$ cat config.mk
export PLATFORM = sky130hd
export DESIGN_NAME = muldiv_unit
export DESIGN_NICKNAME = d
export VERILOG_FILES = /design/src/rtl/muldiv_unit.sv
export SDC_FILE = /design/constraint.sdc
export NUM_CORES = 1
export LEC_CHECK = 0
export CORE_ASPECT_RATIO = 0.75
export CORE_MARGIN = 2
export CORE_UTILIZATION = 40
export CTS_BUF_LIST = sky130_fd_sc_hd__clkbuf_16
export CTS_CLUSTER_DIAMETER = 200
export CTS_CLUSTER_SIZE = 30
export DETAILED_ROUTE_END_ITERATION = 8
export PLACE_DENSITY_LB_ADDON = 0.15
export SLEW_MARGIN = 10
export SYNTH_ARGS = -nofsm -noshare
export SYNTH_HDL_FRONTEND = slang
export SYNTH_SLANG_ARGS = --single-unit
$ cat constraint.sdc
create_clock -name clk -period 6.22 [get_ports clk]
set_clock_uncertainty 0.05 [all_clocks]
set_input_delay 1.866 -clock clk [delete_from_list [all_inputs] [get_ports clk]]
set_output_delay 1.866 -clock clk [all_outputs]
set_load 0.1 [all_outputs]
$ cat src/rtl/muldiv_unit.sv
// Iterative 32-bit multiply/divide unit with architectural HI/LO registers.
// MUL/DIV take 32 iterations; MTHI/MTLO and divide-by-zero complete in one edge.
module muldiv_unit (
  input  logic        clk,
  input  logic        rst,
  input  logic        start,
  input  logic [2:0]  op,
  input  logic [31:0] A,
  input  logic [31:0] B,
  output logic        busy,
  output logic        done,
  output logic        div_by_zero,
  output logic [31:0] HI,
  output logic [31:0] LO
);

  typedef enum logic [1:0] {S_IDLE, S_MUL, S_DIV} state_t;

  state_t      r_state;
  logic [4:0]  r_cnt;
  logic [63:0] r_prod;
  logic [31:0] r_mcand;
  logic [32:0] r_rem;
  logic [31:0] r_quo;
  logic [31:0] r_dvsr;
  logic        r_neg_lo;
  logic        r_neg_hi;

  logic        w_sgn;
  logic [31:0] w_a_mag;
  logic [31:0] w_b_mag;
  logic [32:0] w_sum;
  logic [63:0] w_prod_nx;
  logic [63:0] w_prod_fix;
  logic [32:0] w_shift;
  logic [32:0] w_diff;
  logic [32:0] w_rem_nx;
  logic [31:0] w_quo_nx;
  logic [31:0] w_quo_fix;
  logic [31:0] w_rem_fix;

  always_comb begin
    w_sgn   = ~op[0];
    w_a_mag = (w_sgn && A[31]) ? -A : A;
    w_b_mag = (w_sgn && B[31]) ? -B : B;
    // Shift-add: low half of r_prod holds the remaining multiplier bits.
    w_sum      = {1'b0, r_prod[63:32]} + {1'b0, (r_prod[0] ? r_mcand : 32'd0)};
    w_prod_nx  = {w_sum, r_prod[31:1]};
    w_prod_fix = r_neg_lo ? -w_prod_nx : w_prod_nx;
    // Restoring divide: r_quo shifts the dividend out as quotient bits shift in.
    w_shift   = {r_rem[31:0], r_quo[31]};
    w_diff    = w_shift - {1'b0, r_dvsr};
    w_rem_nx  = w_diff[32] ? w_shift : w_diff;
    w_quo_nx  = {r_quo[30:0], ~w_diff[32]};
    w_quo_fix = r_neg_lo ? -w_quo_nx : w_quo_nx;
    w_rem_fix = r_neg_hi ? -w_rem_nx[31:0] : w_rem_nx[31:0];
  end

  always_ff @(posedge clk) begin
    if (rst) begin
      r_state     <= S_IDLE;
      r_cnt       <= '0;
      r_prod      <= '0;
      r_mcand     <= '0;
      r_rem       <= '0;
      r_quo       <= '0;
      r_dvsr      <= '0;
      r_neg_lo    <= 1'b0;
      r_neg_hi    <= 1'b0;
      busy        <= 1'b0;
      done        <= 1'b0;
      div_by_zero <= 1'b0;
      HI          <= '0;
      LO          <= '0;
    end else begin
      done        <= 1'b0;
      div_by_zero <= 1'b0;
      case (r_state)
        S_IDLE: begin
          if (start) begin
            case (op)
              3'b000, 3'b001: begin
                r_prod   <= {32'd0, w_b_mag};
                r_mcand  <= w_a_mag;
                r_neg_lo <= w_sgn & (A[31] ^ B[31]);
                r_cnt    <= '0;
                busy     <= 1'b1;
                r_state  <= S_MUL;
              end
              3'b010, 3'b011: begin
                if (B == '0) begin
                  done        <= 1'b1;
                  div_by_zero <= 1'b1;
                end else begin
                  r_rem    <= '0;
                  r_quo    <= w_a_mag;
                  r_dvsr   <= w_b_mag;
                  r_neg_lo <= w_sgn & (A[31] ^ B[31]);
                  r_neg_hi <= w_sgn & A[31];
                  r_cnt    <= '0;
                  busy     <= 1'b1;
                  r_state  <= S_DIV;
                end
              end
              3'b100:  HI <= A;
              3'b101:  LO <= A;
              default: ;
            endcase
          end
        end
        S_MUL: begin
          r_prod <= w_prod_nx;
          r_cnt  <= r_cnt + 5'd1;
          if (r_cnt == 5'd31) begin
            {HI, LO} <= w_prod_fix;
            busy     <= 1'b0;
            done     <= 1'b1;
            r_state  <= S_IDLE;
          end
        end
        S_DIV: begin
          r_rem <= w_rem_nx;
          r_quo <= w_quo_nx;
          r_cnt <= r_cnt + 5'd1;
          if (r_cnt == 5'd31) begin
            LO      <= w_quo_fix;
            HI      <= w_rem_fix;
            busy    <= 1'b0;
            done    <= 1'b1;
            r_state <= S_IDLE;
          end
        end
        default: r_state <= S_IDLE;
      endcase
    end
  end

endmodule

==> flow_metrics.env, run 1 <==
export IMPL_firstDrtPassIters=6
export IMPL_cts_setup_buffers=0
export IMPL_arrival_ns=5.84
export IMPL_clock_path_buffers=3
export IMPL_max_freq_mhz=181.7
export IMPL_io_pin_count=137
export IMPL_initial_core_util_pct=40.59
export IMPL_fillers=4933
export IMPL_vias=20984
export IMPL_status="finished clean"
export IMPL_die_h_um=196.7
export IMPL_fin_total_pwr_mw=4.263
export IMPL_dieWidth_um=260.9
export IMPL_die_area_um2=51310
export IMPL_rsz0062_at_grt="false"
export IMPL_gr_total_overflow=0
export IMPL_slew_violations=0
export IMPL_dp_cells=3320
export IMPL_post_cts_resize_count=0
export IMPL_crit_path_top_delay_cell="a221oi_1"
export IMPL_avgSynthCellArea_um2=7.416
export IMPL_comb_power_share_pct=32.9
export IMPL_cp_cell_sequence="and2_1 > ha_1 > fa_1 > a21o_1 > a221oi_1 > nor4_1 > o21ai_1 > a21oi_1 > or4_1 > or3_1 > o31a_1 > a2111oi_0 > buf_4 > o311a_1 > o41ai_1"
export IMPL_syn_nets=2816
export IMPL_final_instance_count_excl_fill=3335
export IMPL_drc_errors=0
export IMPL_path_max_fanout=15
export IMPL_p_int_mw=2.604
export IMPL_worstPathRequired_ns=6.55
export IMPL_h_tree_depth=1
export IMPL_ys_flop_type="dfxtp_1"
export IMPL_crit_path_start_kind="flop"
export IMPL_seqPwrFrac_pct=44.1
export IMPL_path_clk_slew_ns=0.12
export IMPL_worstSetupEndpointType="flop"
export IMPL_antenna_found_initial=3
export IMPL_p_switching_mw=1.658
export IMPL_worst_slew_pin_slew_ns=1.127
export IMPL_maxCapViolCount=0
export IMPL_track_usage_pct=29.31
export IMPL_gp_congestion=0.9311
export IMPL_yosysSeqAreaShare_pct=27.10
export IMPL_numCtsBuffers=12
export IMPL_drt_wl_total_um=77790
export IMPL_syn_area_um2=19800
export IMPL_rows=70
export IMPL_post_place_ws_ns=0.3355
export IMPL_hold_viol=0
export IMPL_clock_sinks=268
export IMPL_core_um2=48780
export IMPL_port_buffer_count=136
export IMPL_cts_tree="done"
export IMPL_tns_ns=0
export IMPL_p_leak_nw=7.727
export IMPL_hold_class="reg -> reg"
export IMPL_nets=2832
export IMPL_syn_to_final_growth_pct=11.46
export IMPL_setup_violations=0
export IMPL_first_iter_violations=2290
export IMPL_root_buffer="clkbuf_16"
export IMPL_hpwl_um=60090
export IMPL_p_sw_share_pct=38.90
export IMPL_synthArstFlopShare_pct=0
export IMPL_synth_cell_types=86
export IMPL_max_stage_delay_ns=0.79
export IMPL_syn_instance_count=2670
export IMPL_grt_pass1_vias=18962
export IMPL_clkLatencyLatePin_ns=0.53
export IMPL_postCtsHoldBufs=0
export IMPL_fin_crit_sh_pct=88.50
export IMPL_clkPwrFrac_pct=23.0
export IMPL_drive_above_1_share_pct=4.319
export IMPL_power_density_nw_per_um2=193.1
export IMPL_max_slew_margin_rel_pct=24.79
export IMPL_worst_slack_ns=0.7153
export IMPL_vias_per_cell=6.292
export IMPL_ys_ff_latch=268
export IMPL_yosys_warnings=0
export IMPL_ir_drop_mv=0.1464
export IMPL_period_minus_slack_ns=5.505
export IMPL_grt_max_degree=159
export IMPL_critical_path_class="reg -> reg"
export IMPL_wl_per_cell_um=23.32
export IMPL_synth_edf_count=0
export IMPL_detail_route_antenna_nets=0
export IMPL_grt_pass1_wl_um=116300
-- state kept, by name, indices dropped and copies added (netlist names) --
name,flops
HI,32
r_prod,64
r_cnt,5
done,1
r_mcand,32
r_neg_hi,1
r_quo,32
div_by_zero,1
LO,32
r_state,2
r_neg_lo,1
r_rem,32
busy,1
r_dvsr,32
-- synthesized netlist by cell type, drive strengths merged (13+ instances only) --
cell | n | share of area, %
nor2 | 323 | 6.1
nand2 | 277 | 5.3
dfxtp | 268 | 27
a21oi | 214 | 5.4
o21ai | 177 | 4.5
clkbuf | 163 | 3.1
xnor2 | 142 | 6.3
a211oi | 91 | 3.5
inv | 75 | 1.4
ha | 74 | 4.7
nor3 | 71 | 1.8
a221oi | 70 | 3.2
xor2 | 62 | 2.7
a22oi | 56 | 2.1
and2 | 45 | 1.4
or3 | 43 | 1.4
o31ai | 40 | 1.5
nand3 | 38 | 0.96
nor4 | 32 | 1.1
o41ai | 28 | 1.4
nand2b | 27 | 0.85
a21o | 23 | 0.87
nand4 | 22 | 0.70
a31oi | 20 | 0.63
or4 | 20 | 0.82
o21a | 19 | 0.72
a2111oi | 17 | 0.85
and3 | 17 | 0.54
or2 | 17 | 0.54
mux2i | 15 | 0.76
o211ai | 15 | 0.57
mux2 | 13 | 0.74
nor2b | 13 | 0.41
-- power by group through the flow --
stage | clock network (mW) | logic (mW) | registers [mW]
global route | 1.05 | 1.50 | 1.89
CTS | 0.988 | 1.38 | 1.88
floorplan | 0 | 0.746 | 2.07
finish | 0.980 | 1.40 | 1.88
detailed placement | 0 | 1.37 | 1.91
global placement | 0 | 1.36 | 1.91
-- cells in the final DEF (no fill, tap or decap), drive strengths merged, types with 43 or more instances in the layout --
master         count
nor2             323
a221oi            70
o21ai            177
dfxtp            268
a22oi             56
xor2              62
a211oi            91
a21oi            214
nand2            277
clkdlybuf4s50    135
ha                74
and2              45
or3               43
nor3              71
xnor2            142
inv               75
-- final timing paths --
path                                  from          to  slack, ns  depth (start not counted)
worst min register to register  r_mcand[0]  r_mcand[0]       0.41                          2
worst max register to register   r_prod[0]      HI[21]       0.72                         15
worst min-delay path            r_mcand[0]  r_mcand[0]       0.41                          2
worst max-delay path             r_prod[0]      HI[21]       0.72                         15
-- worst max-delay path: cells and delay by family, from the launching register on --
| family | cells | cell delay [ns] |
|---|---|---|
| buffers and inverters | 1 | 0.20 |
| DFF | 1 | 0.48 |
| adders and majority gates | 2 | 0.63 |
| AOI/OAI and AO/OA | 8 | 2.39 |
| and+or+nand+nor | 4 | 1.60 |
-- metrics by stage --
step	util [%]	hold slack, ns	cell area [um^2]
floorplan	-	0.3817	19800
global placement	44.56	0.3928	21740
detailed placement	44.56	0.3938	21740
CTS	45.23	0.4105	22070
global route	45.23	0.4263	22070
finish	45.24	0.4089	22070
-- logic make-up after synthesis --
| kind of cell | after synthesis | synth area share [%] |
|---|---|---|
| and+or+nand+nor | 987 | 23.67 |
| adders and majority gates | 76 | 4.878 |
| xor gates and xnor gates | 204 | 9.024 |
| DFF | 268 | 27.10 |
| AOI/OAI and AO/OA | 856 | 28.95 |
| muxes | 29 | 1.611 |
| buffers and inverters | 250 | 4.771 |
-- area by class of cell --
cell class              instances  area (um^2)  area share (%)
flip-flops and latches        268         5366           24.32
repair buffers                176         1703           7.716
well taps                     648        810.8           3.674
inverters                      76        285.3           1.293
clock inverters                 1        3.754         0.01701
diodes                          1        2.502         0.01134
multi-input cells            2152        13570           61.50
clock buffers                  13        325.3           1.474
-- layer usage --
metal,share of wire [%],routed length (um),GRT usage (%)
met3,10,7874,6.674
met5,0,0,0
met4,2.2,1747,6.540
met1,47,36310,43.71
met2,41,31850,42.40
(Power assumes the default switching activity.)
==> inputs of run 2 (changes only) <==
--- a/config.mk
+++ b/config.mk
@@ -5,6 +5,7 @@
 export SDC_FILE = /design/constraint.sdc
 export NUM_CORES = 1
 export LEC_CHECK = 0
+export ABC_AREA = 1
 export CORE_ASPECT_RATIO = 0.75
 export CORE_MARGIN = 2
 export CORE_UTILIZATION = 40
@@ -12,6 +13,7 @@
 export CTS_CLUSTER_DIAMETER = 200
 export CTS_CLUSTER_SIZE = 30
 export DETAILED_ROUTE_END_ITERATION = 8
+export GPL_ROUTABILITY_DRIVEN = 1
 export PLACE_DENSITY_LB_ADDON = 0.15
 export SLEW_MARGIN = 10
 export SYNTH_ARGS = -nofsm -noshare
==> flow_metrics.env, run 2 <==
export IMPL_slew_violations=0
export IMPL_clock_sinks=268
export IMPL_tns_ns=0
export IMPL_grt_pass1_vias=21157
export IMPL_synthMuxAreaShare_pct=0
export IMPL_maxCapViolCount=0
export IMPL_cts_setup_buffers=0
export IMPL_p_leak_nw=11.21
export IMPL_hold_class="reg -> reg"
export IMPL_max_stage_delay_ns=0.44
export IMPL_worstSetupEndpointType="flop"
export IMPL_synth_xor_xnor_area_share_pct=3.924
export IMPL_path_clk_slew_ns=0.13
export IMPL_synth_compound_area_share_pct=19.91
export IMPL_cts_tree="done"
export IMPL_crit_top_cell="nand2_1"
export IMPL_post_synth_top_count_cell="nand2_1"
export IMPL_final_common_cell="nand2_1"
export IMPL_yosysSeqAreaShare_pct=25.04
export IMPL_status="finished clean"
export IMPL_antenna_found_initial=2
export IMPL_power_density_nw_per_um2=387.3
export IMPL_synth_commonest_cells="nand2_1, inv_1, nor2_1"
export IMPL_arrival_ns=5.60
export IMPL_h_tree_depth=1
export IMPL_final_cell_mix="nand2_1, inv_1, nor2_1"
export IMPL_avgSynthCellArea_um2=5.815
export IMPL_synth_cell_types=57
export IMPL_path_max_fanout=4
export IMPL_firstDrtPassIters=8
export IMPL_antenna_cells=0
export IMPL_ir_drop_mv=0.3316
export IMPL_hpwl_um=68510
export IMPL_vias=24127
export IMPL_yosys_area_top_type_share_pct=25.04
export IMPL_fin_crit_sh_pct=83.48
export IMPL_nets=3859
export IMPL_max_slew_margin_rel_pct=21.74
export IMPL_wl_per_cell_um=19.52
export IMPL_port_buffer_count=136
export IMPL_synth_area_top_cells="dfxtp_1, nand2_1, inv_1"
export IMPL_grt_pass1_wl_um=129900
export IMPL_largest_reg_flops=64
export IMPL_worstPathRequired_ns=6.63
export IMPL_numCtsBuffers=12
export IMPL_rows=73
export IMPL_core_um2=52980
export IMPL_worst_hold_slack_ns=0.4332
export IMPL_die_h_um=204.5
export IMPL_die_area_um2=55460
export IMPL_crit_path_start_kind="flop"
export IMPL_hold_viol=0
export IMPL_clkLatencyLatePin_ns=0.54
export IMPL_crit_path_top_delay_cell="fa_1"
export IMPL_vias_per_cell=5.452
export IMPL_synth_edf_count=0
export IMPL_drive_above_1_share_pct=3.178
export IMPL_synth_simple_area_share_pct=35.25
export IMPL_ys_flop_type="dfxtp_1"
export IMPL_root_buffer="clkbuf_16"
export IMPL_syn_to_final_growth_pct=10.38
export IMPL_track_usage_pct=30.31
export IMPL_yosys_warnings=0
export IMPL_io_pin_count=137
export IMPL_syn_nets=3831
export IMPL_clock_path_buffers=3
export IMPL_gr_total_overflow=0
export IMPL_synthAdderAreaFrac_pct=4.508
export IMPL_dieWidth_um=271.3
export IMPL_initial_core_util_pct=40.45
export IMPL_detail_route_antenna_nets=0
export IMPL_first_iter_violations=2880
export IMPL_drt_wl_total_um=86390
export IMPL_synth_top_family_by_area="simple AND/OR/NAND/NOR gates"
export IMPL_worst_slew_pin_slew_ns=1.171
export IMPL_drc_errors=0
export IMPL_fillers=5845
export IMPL_dp_cells=4411
export IMPL_period_minus_slack_ns=5.192
export IMPL_postCtsHoldBufs=0
export IMPL_final_instance_count_excl_fill=4425
export IMPL_syn_instance_count=3685
export IMPL_grt_max_degree=87
export IMPL_max_freq_mhz=192.6
export IMPL_critical_path_class="reg -> reg"
export IMPL_syn_area_um2=21430
export IMPL_post_cts_resize_count=0
export IMPL_regMostFlops="r_prod"
export IMPL_synthArstFlopShare_pct=0
export IMPL_rsz0062_at_grt="false"
export IMPL_setup_violations=0
export IMPL_gp_congestion=0.9962
export IMPL_synth_top_cell_by_area="dfxtp_1"
export IMPL_ys_ff_latch=268
[run 2: cell types whose count changed after synthesis, sizes merged, moves of 107 or more]
cell   delta
nand3   +164
nand2   +759
xnor2   -111
inv     +402
a21oi   +107
o21ai   +150
nor2    +121
[run 2: layer usage]
layer / up-vias / share of wire (%) / GRT usage, %
li1: 11972 / - / -
met1: 11103 / 48 / 46.34
met2: 963 / 40 / 43.81
met3: 85 / 10 / 5.522
met4: 4 / 2.1 / 5.867
met5: - / 0.030 / 0
[run 2: area by class of cell]
cell class | instances | area (um^2) | share of cell area (%)
multi-input cells | 2787 | 13700 | 57.92
repair buffers | 163 | 1562 | 6.601
clock buffers | 13 | 325.3 | 1.375
well taps | 712 | 890.9 | 3.766
clock inverters | 1 | 3.754 | 0.01587
inverters | 481 | 1807 | 7.638
flip-flops and latches | 268 | 5366 | 22.69
[run 2: cells by family after synthesis]
logic type / count (synthesis)
AO/OA/AOI/OAI: 787
XOR/XNOR: 96
adder cells (fa/ha/maj): 76
buffers and inverters: 630
flip-flops: 268
AND/OR/NAND/NOR: 1828
[run 2: power by group]
group,internal [mW],switching [mW],total [mW],leakage [nW]
Sequential,1.97,0.202,2.17,2.18
Combinational,1.46,4.52,5.98,8.87
Clock,0.381,0.625,1.01,0.162
[run 2: worst max-delay path: cells and delay by family (launching register included)]
kind	cells	cell delay, ns
AO/OA/AOI/OAI	4	0.55
adder cells (fa/ha/maj)	3	0.85
buffers and inverters	4	0.40
flip-flops	1	0.40
AND/OR/NAND/NOR	21	2.85
[run 2: worst paths after layout]
path	slack, ns	endpoint	from	cells past startpoint
max	1.03	LO[30]	r_quo[31]	32
min	0.43	r_prod[44]	r_prod[44]	2
max reg2reg	1.03	LO[30]	r_quo[31]	32
min reg2reg	0.43	r_prod[44]	r_prod[44]	2
[run 2: per-stage QoR]
stage,util [%],worst slack [ns],cell area [um^2],power (mW)
6_report,44.65,1.028,23650,9.161
5_1_grt,44.65,0.5235,23650,9.778
4_1_cts,44.65,1.210,23650,9.021
3_5_place_dp,44.03,0.7517,23320,8.019
3_3_place_gp,44.02,0.8905,23320,8.031
2_1_floorplan,-,1.982,21430,6.380
